$ cat config.mk
export PLATFORM = sky130hd
export DESIGN_NAME = dp_ram_ctrl_flat
export DESIGN_NICKNAME = d
export VERILOG_FILES = /design/src/rtl/dp_ram_pkg.sv /design/src/rtl/dp_ram_ctrl_if.sv /design/src/rtl/dp_ram_outpipe.sv /design/src/rtl/dp_ram_ctrl.sv /design/src/flat_wrapper.sv
export SDC_FILE = /design/constraint.sdc
export NUM_CORES = 1
export LEC_CHECK = 0
export ABC_AREA = 0
export CAP_MARGIN = 40
export CORE_MARGIN = 1.5
export CORE_UTILIZATION = 30
export CTS_CLUSTER_DIAMETER = 120
export DETAILED_ROUTE_END_ITERATION = 10
export SYNTH_ARGS = -nofsm -noshare
export SYNTH_HDL_FRONTEND = slang
export SYNTH_SLANG_ARGS = --single-unit
$ cat constraint.sdc
create_clock -name clk -period 4.28 [get_ports clk]
set_input_delay 0.856 -clock clk [delete_from_list [all_inputs] [get_ports clk]]
set_output_delay 0.856 -clock clk [all_outputs]
set_load 0.005 [all_outputs]
$ cat src/rtl/dp_ram_pkg.sv
// Shared types, read-during-write mode codes and the lane-merge helper for dp_ram_ctrl.
package dp_ram_pkg;

  localparam int unsigned MERGE_W  = 64;
  localparam int unsigned MERGE_IW = $clog2(MERGE_W);

  localparam int unsigned RD_READ_FIRST  = 0;
  localparam int unsigned RD_WRITE_FIRST = 1;

  typedef enum logic [0:0] {
    CLEAR = 1'b0,
    IDLE  = 1'b1
  } state_e;

  // Replace every lane of old whose enable bit is set with the matching lane of din.
  // Operands are zero-extended to MERGE_W; lane is the lane width in bits.
  function automatic logic [MERGE_W-1:0] merge(input logic [MERGE_W-1:0] old,
                                               input logic [MERGE_W-1:0] din,
                                               input logic [MERGE_W-1:0] be,
                                               input int unsigned        lane);
    logic [MERGE_W-1:0] res;
    res = old;
    for (int unsigned j = 0; j < MERGE_W; j++) begin
      if (be[MERGE_IW'(j / lane)]) res[MERGE_IW'(j)] = din[MERGE_IW'(j)];
    end
    return res;
  endfunction

endpackage

$ cat src/rtl/dp_ram_ctrl_if.sv
// Request/response bundle for both RAM ports plus the clear handshake.
interface dp_ram_ctrl_if #(
  parameter int unsigned ADDR = 4,
  parameter int unsigned DATA = 8,
  parameter int unsigned NL   = 1
);

  logic            clr;
  logic            busy;
  logic            a_en;
  logic            a_wr;
  logic [NL-1:0]   a_be;
  logic [ADDR-1:0] a_addr;
  logic [DATA-1:0] a_din;
  logic [DATA-1:0] a_dout;
  logic            a_valid;
  logic            b_en;
  logic            b_wr;
  logic [NL-1:0]   b_be;
  logic [ADDR-1:0] b_addr;
  logic [DATA-1:0] b_din;
  logic [DATA-1:0] b_dout;
  logic            b_valid;
  logic            collision;

  modport master (
    output clr, a_en, a_wr, a_be, a_addr, a_din, b_en, b_wr, b_be, b_addr, b_din,
    input  busy, a_dout, a_valid, b_dout, b_valid, collision
  );

  modport slave (
    input  clr, a_en, a_wr, a_be, a_addr, a_din, b_en, b_wr, b_be, b_addr, b_din,
    output busy, a_dout, a_valid, b_dout, b_valid, collision
  );

endinterface

$ cat src/rtl/dp_ram_outpipe.sv
// Per-port response register: valid pulse, held data and a sideband bit, with optional extra stage.
module dp_ram_outpipe #(
  parameter int unsigned DATA    = 8,
  parameter int unsigned OUT_REG = 0
) (
  input  logic            clk,
  input  logic            rst,
  input  logic            in_valid,
  input  logic [DATA-1:0] in_data,
  input  logic            in_side,
  output logic            out_valid,
  output logic [DATA-1:0] out_data,
  output logic            out_side
);

  logic            s1_valid_q;
  logic            s1_side_q;
  logic [DATA-1:0] s1_data_q;

  // First stage: data only advances on an accepted access so it holds between pulses.
  always_ff @(posedge clk) begin
    if (rst) begin
      s1_valid_q <= 1'b0;
      s1_side_q  <= 1'b0;
      s1_data_q  <= '0;
    end else begin
      s1_valid_q <= in_valid;
      s1_side_q  <= in_valid & in_side;
      if (in_valid) s1_data_q <= in_data;
    end
  end

  if (OUT_REG != 0) begin : g_reg
    logic            s2_valid_q;
    logic            s2_side_q;
    logic [DATA-1:0] s2_data_q;

    // Optional second stage, same hold behaviour as the first.
    always_ff @(posedge clk) begin
      if (rst) begin
        s2_valid_q <= 1'b0;
        s2_side_q  <= 1'b0;
        s2_data_q  <= '0;
      end else begin
        s2_valid_q <= s1_valid_q;
        s2_side_q  <= s1_side_q;
        if (s1_valid_q) s2_data_q <= s1_data_q;
      end
    end

    assign out_valid = s2_valid_q;
    assign out_side  = s2_side_q;
    assign out_data  = s2_data_q;
  end else begin : g_noreg
    assign out_valid = s1_valid_q;
    assign out_side  = s1_side_q;
    assign out_data  = s1_data_q;
  end

endmodule

$ cat src/rtl/dp_ram_ctrl.sv
// True dual-port RAM with lane enables, read-during-write policy and a zeroing sweep engine.
module dp_ram_ctrl
  import dp_ram_pkg::*;
#(
  parameter int unsigned ADDR    = 4,
  parameter int unsigned DATA    = 8,
  parameter int unsigned LANE    = 8,
  parameter int unsigned RD_MODE = 0,
  parameter int unsigned OUT_REG = 0
) (
  input  logic          clk,
  input  logic          rst,
  dp_ram_ctrl_if.slave  bus
);

  localparam int unsigned NL    = DATA / LANE;
  localparam int unsigned DEPTH = 2 ** ADDR;

  state_e          state_q, state_d;
  logic [ADDR-1:0] ptr_q, ptr_d;
  logic [DATA-1:0] mem [DEPTH];

  logic            clearing_c, idle_c;
  logic            a_acc_c, b_acc_c, a_wacc_c, b_wacc_c, same_c, coll_c;
  logic [DATA-1:0] a_old_c, b_old_c, a_fin_c, b_fin_c, a_res_c, b_res_c;
  logic            wa_en_c;
  logic [ADDR-1:0] wa_addr_c;
  logic [DATA-1:0] wa_data_c;
  logic            a_side_q, b_side_q;

  function automatic logic [DATA-1:0] lane_merge(input logic [DATA-1:0] old,
                                                 input logic [DATA-1:0] din,
                                                 input logic [NL-1:0]   be);
    return DATA'(merge(MERGE_W'(old), MERGE_W'(din), MERGE_W'(be), LANE));
  endfunction

  // State and sweep pointer registers.
  always_ff @(posedge clk) begin
    if (rst) begin
      state_q <= CLEAR;
      ptr_q   <= '0;
    end else begin
      state_q <= state_d;
      ptr_q   <= ptr_d;
    end
  end

  // Sweep walks every address once, then idles until a clear request.
  always_comb begin
    state_d = state_q;
    ptr_d   = ptr_q;
    case (state_q)
      CLEAR: begin
        ptr_d = ptr_q + ADDR'(1);
        if (ptr_q == '1) state_d = IDLE;
      end
      IDLE: begin
        if (bus.clr) begin
          ptr_d   = '0;
          state_d = CLEAR;
        end
      end
      default: state_d = CLEAR;
    endcase
  end

  // Access acceptance, final merged words (B then A, so A wins shared lanes) and port results.
  always_comb begin
    clearing_c = (state_q == CLEAR) && !rst;
    idle_c     = (state_q == IDLE) && !rst;
    a_acc_c    = bus.a_en && idle_c;
    b_acc_c    = bus.b_en && idle_c;
    a_wacc_c   = a_acc_c && bus.a_wr;
    b_wacc_c   = b_acc_c && bus.b_wr;
    same_c     = (bus.a_addr == bus.b_addr);
    coll_c     = a_wacc_c && b_wacc_c && same_c && ((bus.a_be & bus.b_be) != '0);

    a_old_c = mem[bus.a_addr];
    b_old_c = mem[bus.b_addr];

    a_fin_c = a_old_c;
    if (b_wacc_c && same_c) a_fin_c = lane_merge(a_fin_c, bus.b_din, bus.b_be);
    if (a_wacc_c)           a_fin_c = lane_merge(a_fin_c, bus.a_din, bus.a_be);

    b_fin_c = b_old_c;
    if (b_wacc_c)           b_fin_c = lane_merge(b_fin_c, bus.b_din, bus.b_be);
    if (a_wacc_c && same_c) b_fin_c = lane_merge(b_fin_c, bus.a_din, bus.a_be);

    a_res_c = (RD_MODE == RD_WRITE_FIRST) ? a_fin_c : a_old_c;
    b_res_c = (RD_MODE == RD_WRITE_FIRST) ? b_fin_c : b_old_c;

    wa_en_c   = clearing_c || a_wacc_c;
    wa_addr_c = clearing_c ? ptr_q : bus.a_addr;
    wa_data_c = clearing_c ? '0 : a_fin_c;
  end

  // Array writes; on a shared address both ports carry the identical merged word.
  always_ff @(posedge clk) begin
    if (wa_en_c)  mem[wa_addr_c]  <= wa_data_c;
    if (b_wacc_c) mem[bus.b_addr] <= b_fin_c;
  end

  dp_ram_outpipe #(.DATA(DATA), .OUT_REG(OUT_REG)) u_pipe_a (
    .clk       (clk),
    .rst       (rst),
    .in_valid  (a_acc_c),
    .in_data   (a_res_c),
    .in_side   (coll_c),
    .out_valid (bus.a_valid),
    .out_data  (bus.a_dout),
    .out_side  (a_side_q)
  );

  dp_ram_outpipe #(.DATA(DATA), .OUT_REG(OUT_REG)) u_pipe_b (
    .clk       (clk),
    .rst       (rst),
    .in_valid  (b_acc_c),
    .in_data   (b_res_c),
    .in_side   (1'b0),
    .out_valid (bus.b_valid),
    .out_data  (bus.b_dout),
    .out_side  (b_side_q)
  );

  // collision rides port A's pipe; B's sideband is tied low.
  assign bus.collision = a_side_q | b_side_q;
  assign bus.busy      = (state_q == CLEAR);

endmodule

$ cat src/flat_wrapper.sv
// flat-port wrapper written by rule: the top's interface ports become plain ports
module dp_ram_ctrl_flat import dp_ram_pkg::*;
#(
  parameter int unsigned ADDR    = 4,
  parameter int unsigned DATA    = 8,
  parameter int unsigned LANE    = 8,
  parameter int unsigned RD_MODE = 0,
  parameter int unsigned OUT_REG = 0
)
  (clk, rst, bus_clr, bus_a_en, bus_a_wr, bus_a_be, bus_a_addr, bus_a_din, bus_b_en, bus_b_wr, bus_b_be, bus_b_addr, bus_b_din, bus_busy, bus_a_dout, bus_a_valid, bus_b_dout, bus_b_valid, bus_collision);
  dp_ram_ctrl_if #(.ADDR(ADDR), .DATA(DATA), .NL((DATA / LANE))) bus_i ();
  input  logic clk;
  input  logic rst;
  input wire logic [$bits(bus_i.clr)-1:0] bus_clr;
  input wire logic [$bits(bus_i.a_en)-1:0] bus_a_en;
  input wire logic [$bits(bus_i.a_wr)-1:0] bus_a_wr;
  input wire logic [$bits(bus_i.a_be)-1:0] bus_a_be;
  input wire logic [$bits(bus_i.a_addr)-1:0] bus_a_addr;
  input wire logic [$bits(bus_i.a_din)-1:0] bus_a_din;
  input wire logic [$bits(bus_i.b_en)-1:0] bus_b_en;
  input wire logic [$bits(bus_i.b_wr)-1:0] bus_b_wr;
  input wire logic [$bits(bus_i.b_be)-1:0] bus_b_be;
  input wire logic [$bits(bus_i.b_addr)-1:0] bus_b_addr;
  input wire logic [$bits(bus_i.b_din)-1:0] bus_b_din;
  output wire logic [$bits(bus_i.busy)-1:0] bus_busy;
  output wire logic [$bits(bus_i.a_dout)-1:0] bus_a_dout;
  output wire logic [$bits(bus_i.a_valid)-1:0] bus_a_valid;
  output wire logic [$bits(bus_i.b_dout)-1:0] bus_b_dout;
  output wire logic [$bits(bus_i.b_valid)-1:0] bus_b_valid;
  output wire logic [$bits(bus_i.collision)-1:0] bus_collision;
  assign bus_i.clr = bus_clr;
  assign bus_i.a_en = bus_a_en;
  assign bus_i.a_wr = bus_a_wr;
  assign bus_i.a_be = bus_a_be;
  assign bus_i.a_addr = bus_a_addr;
  assign bus_i.a_din = bus_a_din;
  assign bus_i.b_en = bus_b_en;
  assign bus_i.b_wr = bus_b_wr;
  assign bus_i.b_be = bus_b_be;
  assign bus_i.b_addr = bus_b_addr;
  assign bus_i.b_din = bus_b_din;
  assign bus_busy = bus_i.busy;
  assign bus_a_dout = bus_i.a_dout;
  assign bus_a_valid = bus_i.a_valid;
  assign bus_b_dout = bus_i.b_dout;
  assign bus_b_valid = bus_i.b_valid;
  assign bus_collision = bus_i.collision;
  dp_ram_ctrl #(.ADDR(ADDR), .DATA(DATA), .LANE(LANE), .RD_MODE(RD_MODE), .OUT_REG(OUT_REG)) u_core (.clk(clk), .rst(rst), .bus(bus_i));
endmodule
# Word level (Yosys, flattened, before mapping)
# Memories as Yosys holds them, arrays and structs flattened.
# Cells that the tools add are included.
[word_totals] input_bits=33 mem_count=1 regBits=24 word_cells=75 output_inout_bits=20 mem_bits_rw=128
[classes] n_eq_ne=3 muxes=47 add_sub_neg=1 bitwise_logic=3 reduce_logical=13
[mem_list] name="u_core.mem" words=16 word_bits=8 rd=2 rd_ports_with_merged_regs=0 write_ports=2 line="dp_ram_ctrl.sv:21" rtl="logic [DATA-1:0] mem [DEPTH];"
[op_table] cell="two-way mux 8 bit" count=5
[op_table] cell="two-way mux 1 bit" count=38
[op_table] cell="logical AND 1 bit" count=11
[op_table] cell="two-way mux 4 bit" count=2
[op_table] cell="case mux 4 bit (2 select lines)" count=1
[op_table] cell="adder 4 x 1 -> 4 bit, second input constant" count=1
[op_table] cell="== test 4 bit" count=1
[op_table] cell="== test 4 bit, second input constant" count=1
[op_table] cell="bitwise AND 1 bit" count=2
[op_table] cell="inequality test 2 bit, second input constant" count=1
[op_table] cell="case mux 1 bit (2 select lines)" count=1
[op_table] cell="zero test 1 bit" count=1
[op_table] cell="logical OR 1 bit" count=1
[op_table] cell="inverter 1 bit" count=1

# Depth between registers and ports, before layout
# Gate-level depths: netlist of the first run.
[logic_depth] depth_word=9 depth_mapped=10 mapped_depth_nobuf=6

# By module
# Synthesis of the first run repeated with hierarchy kept, for this count alone.
[hier_totals] cells_unflattened=858 area_unflattened_um2=10124.7
[modules_own_cells] module="dp_ram_ctrl" area_each_um2=9431.5 instances=1 cells_each=798 seq_area_each_um2=3943.8
[modules_own_cells] module="dp_ram_outpipe" area_each_um2=346.6 instances=2 cells_each=30 seq_area_each_um2=200.2

# Least setup slack after synthesis of the first run
# No wires, ideal clock.
[synth_timing] path_kind="input to register" startpoint="input rst" endpoint="memory u_core.mem[4][0], enable pin" path_slack_ps=1127 path_buffers=2 setup_time_ps=384 arrival_ps=2769 required_time_ps=3896 cell_stages=6 cell_sequence="buf_2 > buf_1 > nor2_1 > mux2i_1 > or3_1 > o21ai_0"
[synth_lines] element="from (decl)" line="flat_wrapper.sv:13" rtl="input logic rst;"
[synth_lines] element="to (decl)" line="dp_ram_ctrl.sv:21"

==> metrics.yaml, run 1 <==
yosys:
  synthFlopType: "edfxtp_1"
  ys_seq_area_frac: 0.464
  synth.distinct_cells: 52
  syn_inst: 873
  synthTopCellsByCount: "nor2_1 (141), edfxtp_1 (128), a21oi_1 (119)"
  yosysTopAreaCellShare: 0.412
  yosysWarnings: 0
  async_flop_share: 0
  netlist_area_mm2: 0.00932
  yosys_register_bits: 152
  ys_top_cells_by_area: "edfxtp_1 (41%), mux4_2 (9.7%), mux2i_1 (7.2%)"
  synthesis.nets: 907
  synth_top_area_cell: "edfxtp_1"
  syn_area_per_cell_um2: 10.7
  synth-edff-count: 128
  synthMostInstantiatedCell: "nor2_1"
setup_path:
  end_kind: "flip-flop"
  worstPathMaxFanout: 16
  r2r_slack_ps: 1120
  r2r-start: "u_core.state_q"
  r2r_cells: 5
  crit_path_start_kind: "input pin"
  criticalPathCategory: "in -> reg"
  worstPathRequired_ps: 4430
  rr_endpoint: "u_core.mem[0][5]"
  worstPathArrival_ps: 3540
power:
  power_frac_seq: 0.444
  p_sw_w: 0.000944
  leakagePower_nw: 3.80
  switching_share: 0.254
  pwr-share-comb: 0.138
  pwr-share-clk: 0.418
  internal-power_w: 0.00277
  p_per_area_mw_per_mm2: 341
  peakVddDrop_v: 0.000161
min_path:
  hold_path.class: "reg -> reg"
  min_from: "u_core.u_pipe_b.out_data[4]"
  hold_depth: 2
  holdPathEnd: "u_core.u_pipe_b.out_data[4]"
timing:
  finClkSkew_ps: 10.4
  worstMarginPinSlew_ps: 898
  finalHoldViolCount: 0
  fin_ws_ps: 897
  grt_setup_unrepaired: "no"
  max_freq_ghz: 0.296
  slew_headroom: 0.402
  setup_viol: 0
  setup_tns_ps: 0
  fin_crit_ps: 3380
  drv_slew: 0
  period_share: 0.791
cts:
  clk_pin_slew_ps: 60
  cts_hold_buf: 0
  cts.sinks: 152
  clkLatencyLatePin_ps: 440
  cts_resized: 0
  cts_setup_buffers: 0
  cts_max_level: 4
  clock-root-buffer: "clkbuf_16"
  clockBufferDepth: 2
  cts_inserted_buffers: 17
  cts_tree: "yes"
grt:
  track_usage: 0.175
  grt_pass1_vias: 7008
  grt-ovfl-total: 0
  antenna_found_initial: 0
  grt_max_degree: 40
  grt_first_pass_wirelength_um: 41700
final_layout:
  fin_nets: 958
  antenna_cells: 0
  area_growth_pct: 17.0
  drive_above_1_share: 0.178
  fill_cells: 3014
die:
  start_util: 0.305
  design.die.area_mm2: 0.0321
  die_h_um: 179
  num_rows: 64
  core_mm2: 0.0306
  die_x_um: 179
  io_pins: 53
drt:
  via_per_inst: 5.45
  drt_iter0_drc: 621
  drc: 0
  firstDrtPassIters: 5
  detail-route-antenna-nets: 0
  via_count: 7260
  routed_wl_um: 27300
  avgRoutedWirePerCell_um: 20.5
placed_design:
  port_buffers: 52
  gp_congestion: 0.829
  pre_cts_slack_ps: 492
  dp_hpwl_um: 19900
outcome:
  status: "finished clean"
flow_run:
  maxCapViolations: 0
-- power groups by stage --
| stage | clock [W] | combinational [W] | sequential, W |
|---|---|---|---|
| 5_1_grt | 0.00163 | 0.000557 | 0.00165 |
| 3_5_place_dp | 0 | 0.000504 | 0.00168 |
| 2_1_floorplan | 0 | 0.000361 | 0.00167 |
| 6_report | 0.00155 | 0.000512 | 0.00165 |
| 3_3_place_gp | 0 | 0.000495 | 0.00168 |
| 4_1_cts | 0.00158 | 0.000506 | 0.00165 |
-- per-layer routing --
layer,GRT usage,share of wire
met5,0,0
met4,0.0634,0.023
met3,0.0344,0.068
met2,0.294,0.49
met1,0.221,0.41
-- state kept, by name, indices dropped and copies added, names as in the netlist --
signal / cells
u_core.mem: 128
u_core.ptr_q: 4
u_core.state_q: 1
u_core.u_pipe_a.out_data: 8
u_core.u_pipe_a.out_side: 1
u_core.u_pipe_a.out_valid: 1
u_core.u_pipe_b.out_data: 8
u_core.u_pipe_b.out_valid: 1
-- stage by stage --
| stage | util | cell area (um2) | hold WS [ps] | cells | total power [W] |
|---|---|---|---|---|---|
| 2_1_floorplan | - | 9320 | 462 | 873 | 0.00204 |
| 3_3_place_gp | 0.337 | 10300 | 463 | 1299 | 0.00217 |
| 3_5_place_dp | 0.337 | 10300 | 462 | 1301 | 0.00218 |
| 4_1_cts | 0.357 | 10900 | 474 | 1333 | 0.00373 |
| 5_1_grt | 0.357 | 10900 | 509 | 1333 | 0.00384 |
| 6_report | 0.357 | 10900 | 474 | 1333 | 0.00372 |
-- how the worst max path moves through the flow --
stage                  startpoint           endpoint  slack (ps)  depth (start not counted)
floorplan                     rst   u_core.mem[4][0]        1130                          6
detailed placement  bus_b_addr[0]   u_core.mem[0][5]         490                          6
global placement    bus_a_addr[0]  u_core.mem[15][3]         590                          8
global route        bus_b_addr[0]  u_core.mem[10][5]         680                          6
finish              bus_b_addr[0]   u_core.mem[0][5]         900                          6
CTS                 bus_b_addr[0]   u_core.mem[5][7]         970                          6
-- critical path, stage by stage --
cell	delay, ps
clkdlybuf4s50_1	660
xnor2_1	310
and4_1	530
nand2_2	290
o22ai_2	700
a21oi_1	170
-- layout make-up --
cell class	count	area [um2]	share of cell area
Sequential cell	152	4320	0.396
Clock inverter	12	153	0.0140
Tap cell	396	495	0.0454
Inverter	8	30.0	0.00275
Multi-Input combinational cell	633	4500	0.413
Timing Repair Buffer	112	958	0.0879
Clock buffer	20	447	0.0409
-- cells by family after synthesis --
| family | after synthesis | share of synthesized area |
|---|---|---|
| AOI/OAI and AO/OA | 255 | 0.176 |
| DFF | 152 | 0.464 |
| and+or+nand+nor | 264 | 0.131 |
| adders and majority gates | 1 | 0.00134 |
| muxes | 109 | 0.171 |
| buffers and inverters | 88 | 0.0535 |
| xor gates and xnor gates | 4 | 0.00376 |
-- placed cells by master (no fill, tap or decap), types with 13 or more instances in the layout --
cell               n
dfxtp_1           24
a31oi_1           13
clkbuf_16         17
clkdlybuf4s50_1   49
o21ai_0           41
buf_4             61
nand2_1           46
nand3b_1          16
edfxtp_1         128
a21oi_1          119
a22oi_1           16
mux4_2            40
nor2_1           141
a22o_1            17
mux2i_1           67
Power figures use the tool's default switching activity.
==> run 2: changes to the inputs <==
==> constraint.sdc (replaced) <==
create_clock -name clk -period 2.7 [get_ports clk]
set_input_delay 0.54 -clock clk [delete_from_list [all_inputs] [get_ports clk]]
set_output_delay 0.54 -clock clk [all_outputs]
set_load 0.005 [all_outputs]
==> metrics.yaml, run 2 (synthesis results as in run 1) <==
grt:
  grt_pass1_vias: 7620
  grt_max_degree: 33
  track_usage: 0.184
  grt_first_pass_wirelength_um: 44300
  grt-ovfl-total: 0
  antenna_found_initial: 0
cts:
  clock-root-buffer: "clkbuf_16"
  cts_tree: "yes"
  cts_max_level: 4
  cts_inserted_buffers: 17
  cts_setup_buffers: 0
  cts_resized: 0
  cts_hold_buf: 0
  clk_pin_slew_ps: 70
  clockBufferDepth: 2
  cts.sinks: 152
  clkLatencyLatePin_ps: 440
setup_path:
  crit_start: "bus_b_addr[0]"
  r2r_cells: 8
  crit_path_start_kind: "input pin"
  criticalPathCategory: "in -> reg"
  r2r_slack_ps: 400
  r2r-start: "u_core.mem[14][6]"
  worstPathArrival_ps: 2850
  worstPathMaxFanout: 16
  rr_endpoint: "u_core.mem[13][6]"
  worstPathRequired_ps: 2990
  end_kind: "flip-flop"
timing:
  fin_crit_ps: 2560
  finClkSkew_ps: 13.6
  drv_slew: 0
  max_freq_ghz: 0.390
  hold_slack_ps: 481
  period_share: 0.949
  setup_viol: 0
  fin_ws_ps: 137
  slew_headroom: 0.612
  finalHoldViolCount: 0
  worstMarginPinSlew_ps: 580
  grt_setup_unrepaired: "no"
min_path:
  min_from: "u_core.u_pipe_b.out_data[4]"
  hold_depth: 2
  hold_path.class: "reg -> reg"
  holdPathEnd: "u_core.u_pipe_b.out_data[4]"
die:
  io_pins: 53
  core_mm2: 0.0306
  die_h_um: 179
  design.die.area_mm2: 0.0321
  die_x_um: 179
  start_util: 0.305
  num_rows: 64
placed_design:
  port_buffers: 52
  pre_cts_slack_ps: -269
  gp_congestion: 0.845
  dp_hpwl_um: 21100
outcome:
  status: "finished clean"
drt:
  detail-route-antenna-nets: 0
  avgRoutedWirePerCell_um: 20.2
  via_per_inst: 5.43
  via_count: 7652
  firstDrtPassIters: 7
  routed_wl_um: 28400
  drc: 0
  drt_iter0_drc: 612
final_layout:
  top_register: "u_core.mem"
  fin_nets: 1035
  mostFrequentLayoutCell: "nor2_1"
  final_cell_mix: "nor2_1 (141), edfxtp_1 (128), a21oi_1 (119)"
  largest_reg_flops: 128
  fill_cells: 2974
  antenna_cells: 0
  drive_above_1_share: 0.242
  area_growth_pct: 27.0
power:
  peakVddDrop_v: 0.000328
  leakagePower_nw: 4.28
  p_per_area_mw_per_mm2: 503
  power_w: 0.00595
flow_run:
  maxCapViolations: 0
[run 2: changes by cell type in the layout (fill, tap and decap cells not counted), sizes merged]
cell	change
clkbuf	-3
buf	+77
bufinv	-2
clkinv	-1
inv	+6
clkinvlp	-1
[run 2: worst max-delay path by stage]
| stage | end | cells after the start |
|---|---|---|
| after CTS | u_core.mem[7][0] | 9 |
| after floorplan | u_core.mem[4][0] | 6 |
| after global placement | u_core.mem[0][0] | 9 |
| after global routing | u_core.mem[12][6] | 11 |
| after detailed placement | u_core.mem[0][0] | 9 |
| final | u_core.mem[12][6] | 11 |
[run 2: routing by layer]
metal	track usage	vias up	routed length, um
met5	0	-	0
met4	0.0775	0	931
met3	0.0293	62	2050
met2	0.313	339	14000
met1	0.231	3687	11500
li1	-	3564	-
[run 2: worst max-delay path, cell delays in order]
cell             delay, ps
clkdlybuf4s50_1        460
buf_4                  150
and2b_1                310
buf_4                  230
a22oi_1                300
buf_4                  180
nand3_1                 80
a31oi_2                230
buf_12                 180
nor2_1                  50
a21oi_1                110
[run 2: layout make-up]
class / count / area, um2 / area share
Sequential cell: 152 / 4320 / 0.365
Tap cell: 396 / 495 / 0.0419
Clock buffer: 17 / 425 / 0.0359
Clock inverter: 14 / 139 / 0.0117
Multi-Input combinational cell: 633 / 4500 / 0.380
Inverter: 8 / 30.0 / 0.00254
Timing Repair Buffer: 189 / 1920 / 0.163
[run 2: metrics by stage]
step,setup TNS [ps],utilization,instance area [um2],std cells
global placement,-21000,0.369,11300,1378
detailed placement,-29380,0.369,11300,1378
CTS,0,0.387,11800,1409
floorplan,-4390,-,9320,873
finish,0,0.387,11800,1409
global route,0,0.387,11800,1409
[run 2: where the power goes]
group	total [W]	internal [W]	leakage, nW	switching, W
logic	0.000985	0.000465	2.64	0.000519
registers	0.00261	0.00259	1.37	0.0000205
clock network	0.00236	0.00129	0.269	0.00107
==> run 3: changes to the inputs <==
--- a/config.mk
+++ b/config.mk
@@ -6,8 +6,9 @@
 export NUM_CORES = 1
 export LEC_CHECK = 0
 export ABC_AREA = 0
+export ABC_CLOCK_PERIOD_IN_PS = 2700
 export CAP_MARGIN = 40
-export CORE_MARGIN = 1.5
+export CORE_MARGIN = 2
 export CORE_UTILIZATION = 30
 export CTS_CLUSTER_DIAMETER = 120
 export DETAILED_ROUTE_END_ITERATION = 10
==> constraint.sdc (replaced) <==
create_clock -name clk -period 2.7 [get_ports clk]
set_input_delay 0.54 -clock clk [delete_from_list [all_inputs] [get_ports clk]]
set_output_delay 0.54 -clock clk [all_outputs]
set_load 0.01 [all_outputs]
==> metrics.yaml, run 3 (synthesis results as in run 1) <==
cts:
  clkLatencyLatePin_ps: 440
  cts_tree: "yes"
  clk_pin_slew_ps: 70
  cts_hold_buf: 0
  cts.sinks: 152
  clock-root-buffer: "clkbuf_16"
  cts_inserted_buffers: 17
  clockBufferDepth: 2
  cts_resized: 0
  cts_max_level: 4
  cts_setup_buffers: 0
setup_path:
  cp_cell_sequence: "clkdlybuf4s50_1 -> buf_4 -> and2b_1 -> buf_4 -> a22oi_1 -> buf_4 -> nand3_1 -> a31oi_2 -> buf_12 -> nor2_1 -> a21oi_1"
  cp_slowest_stage_delay_ps: 450
  path_delay_family: "buffers and inverters"
  r2r-start: "u_core.mem[12][6]"
  worstPathMaxFanout: 16
  crit_path_start_kind: "input pin"
  cp_common_cell: "buf_4"
  worstPathArrival_ps: 2810
  r2r_cells: 8
  worstPathRequired_ps: 2990
  critPathBufInv: 5
  rr_endpoint: "u_core.mem[15][6]"
  criticalPathCategory: "in -> reg"
  r2r_slack_ps: 430
  end_kind: "flip-flop"
  cp_slowest_cell: "clkdlybuf4s50_1"
flow_run:
  maxCapViolations: 0
die:
  core_mm2: 0.0306
  num_rows: 64
  start_util: 0.305
  design.die.area_mm2: 0.0325
  die_x_um: 180
  die_h_um: 180
  io_pins: 53
min_path:
  min_from: "u_core.u_pipe_b.out_data[4]"
  hold_path.class: "reg -> reg"
  hold_depth: 2
  holdPathEnd: "u_core.u_pipe_b.out_data[4]"
final_layout:
  final_cell_mix: "nor2_1 (141), edfxtp_1 (128), a21oi_1 (119)"
  largest_reg_flops: 128
  top_register: "u_core.mem"
  area_growth_pct: 26.6
  mostFrequentLayoutCell: "nor2_1"
  fin_util: 0.386
  drive_above_1_share: 0.239
  fin_nets: 1030
  antenna_cells: 0
timing:
  finClkSkew_ps: 10.1
  finalHoldViolCount: 0
  fin_ws_ps: 175
  setup_tns_ps: 0
  max_freq_ghz: 0.396
  fin_crit_ps: 2530
  drv_slew: 0
  setup_viol: 0
  period_share: 0.935
  grt_setup_unrepaired: "no"
  hold_slack_ps: 468
  worstMarginPinSlew_ps: 574
  slew_headroom: 0.616
grt:
  grt_first_pass_wirelength_um: 44000
  grt_pass1_vias: 7443
  globalRoute.busiestLayer: "met2"
  track_usage: 0.176
  grt_use_met3: 0.0350
  grt_max_degree: 28
  grt-ovfl-total: 0
  use_met1: 0.225
  met2_usage: 0.296
  antenna_found_initial: 0
power:
  power_w: 0.00606
  peakVddDrop_v: 0.000293
  leakagePower_nw: 4.28
  p_per_area_mw_per_mm2: 513
drt:
  firstDrtPassIters: 5
  detail-route-antenna-nets: 0
  drc: 0
  drt_iter0_drc: 595
  routed_wl_um: 28600
  via_count: 7571
  avgRoutedWirePerCell_um: 20.4
  via_per_inst: 5.39
placed_design:
  port_buffers: 52
  gp_congestion: 0.847
  dp_hpwl_um: 21000
  pre_cts_slack_ps: -261
outcome:
  status: "finished clean"
==> run 3: cell types whose count changed in the layout (fill, tap and decap cells not counted) <==
cell        previous run  this run
buf_4                107       105
inv_8                  1         4
buf_12                31        28
inv_6                  6         4
clkinv_8               0         3
clkinvlp_4             3         0
==> run 3: worst max path at each step <==
stage | from | endpoint | slack (ps) | depth (start not counted)
detailed placement | bus_b_addr[3] | u_core.mem[13][0] | -260 | 9
global route | bus_b_addr[0] | u_core.mem[15][6] | 60 | 11
global placement | bus_b_addr[0] | u_core.mem[12][6] | -230 | 11
floorplan | rst | u_core.mem[4][0] | -140 | 6
CTS | bus_b_addr[3] | u_core.mem[13][0] | 200 | 9
finish | bus_b_addr[0] | u_core.mem[15][6] | 170 | 11
==> run 3: layer usage <==
layer	vias up	wire length, um
li1	3558	-
met1	3675	12100
met2	290	14000
met3	48	1730
met4	0	850
met5	-	0
==> run 3: power by group <==
part,leakage [nW],switching (W),internal (W)
combinational,2.61,0.000524,0.000461
clock,0.299,0.00114,0.00133
sequential,1.37,0.0000202,0.00259
total,4.28,0.00168,0.00438
==> run 3: worst min-delay path, delay by kind of cell (launching register included) <==
kind / cells / cell delay [ps]
AND/OR/NAND/NOR: 2 / 110
flip-flops: 1 / 310
==> run 3: cell type report <==
| cell class | instances | area (um2) |
|---|---|---|
| flip-flops and latches | 152 | 4320 |
| clock inverters | 15 | 181 |
| fillers | 2934 | 18800 |
| well taps | 396 | 495 |
| multi-input cells | 633 | 4500 |
| repair buffers | 184 | 1850 |
| inverters | 8 | 30.0 |
| clock buffers | 17 | 425 |
==> run 3: metrics by stage <==
step                      std cells  area [um2]
after detailed placement       1373       11200
after global routing           1405       11800
after CTS                      1405       11800
final                          1405       11800
after global placement         1373       11200
after floorplan                 873        9320
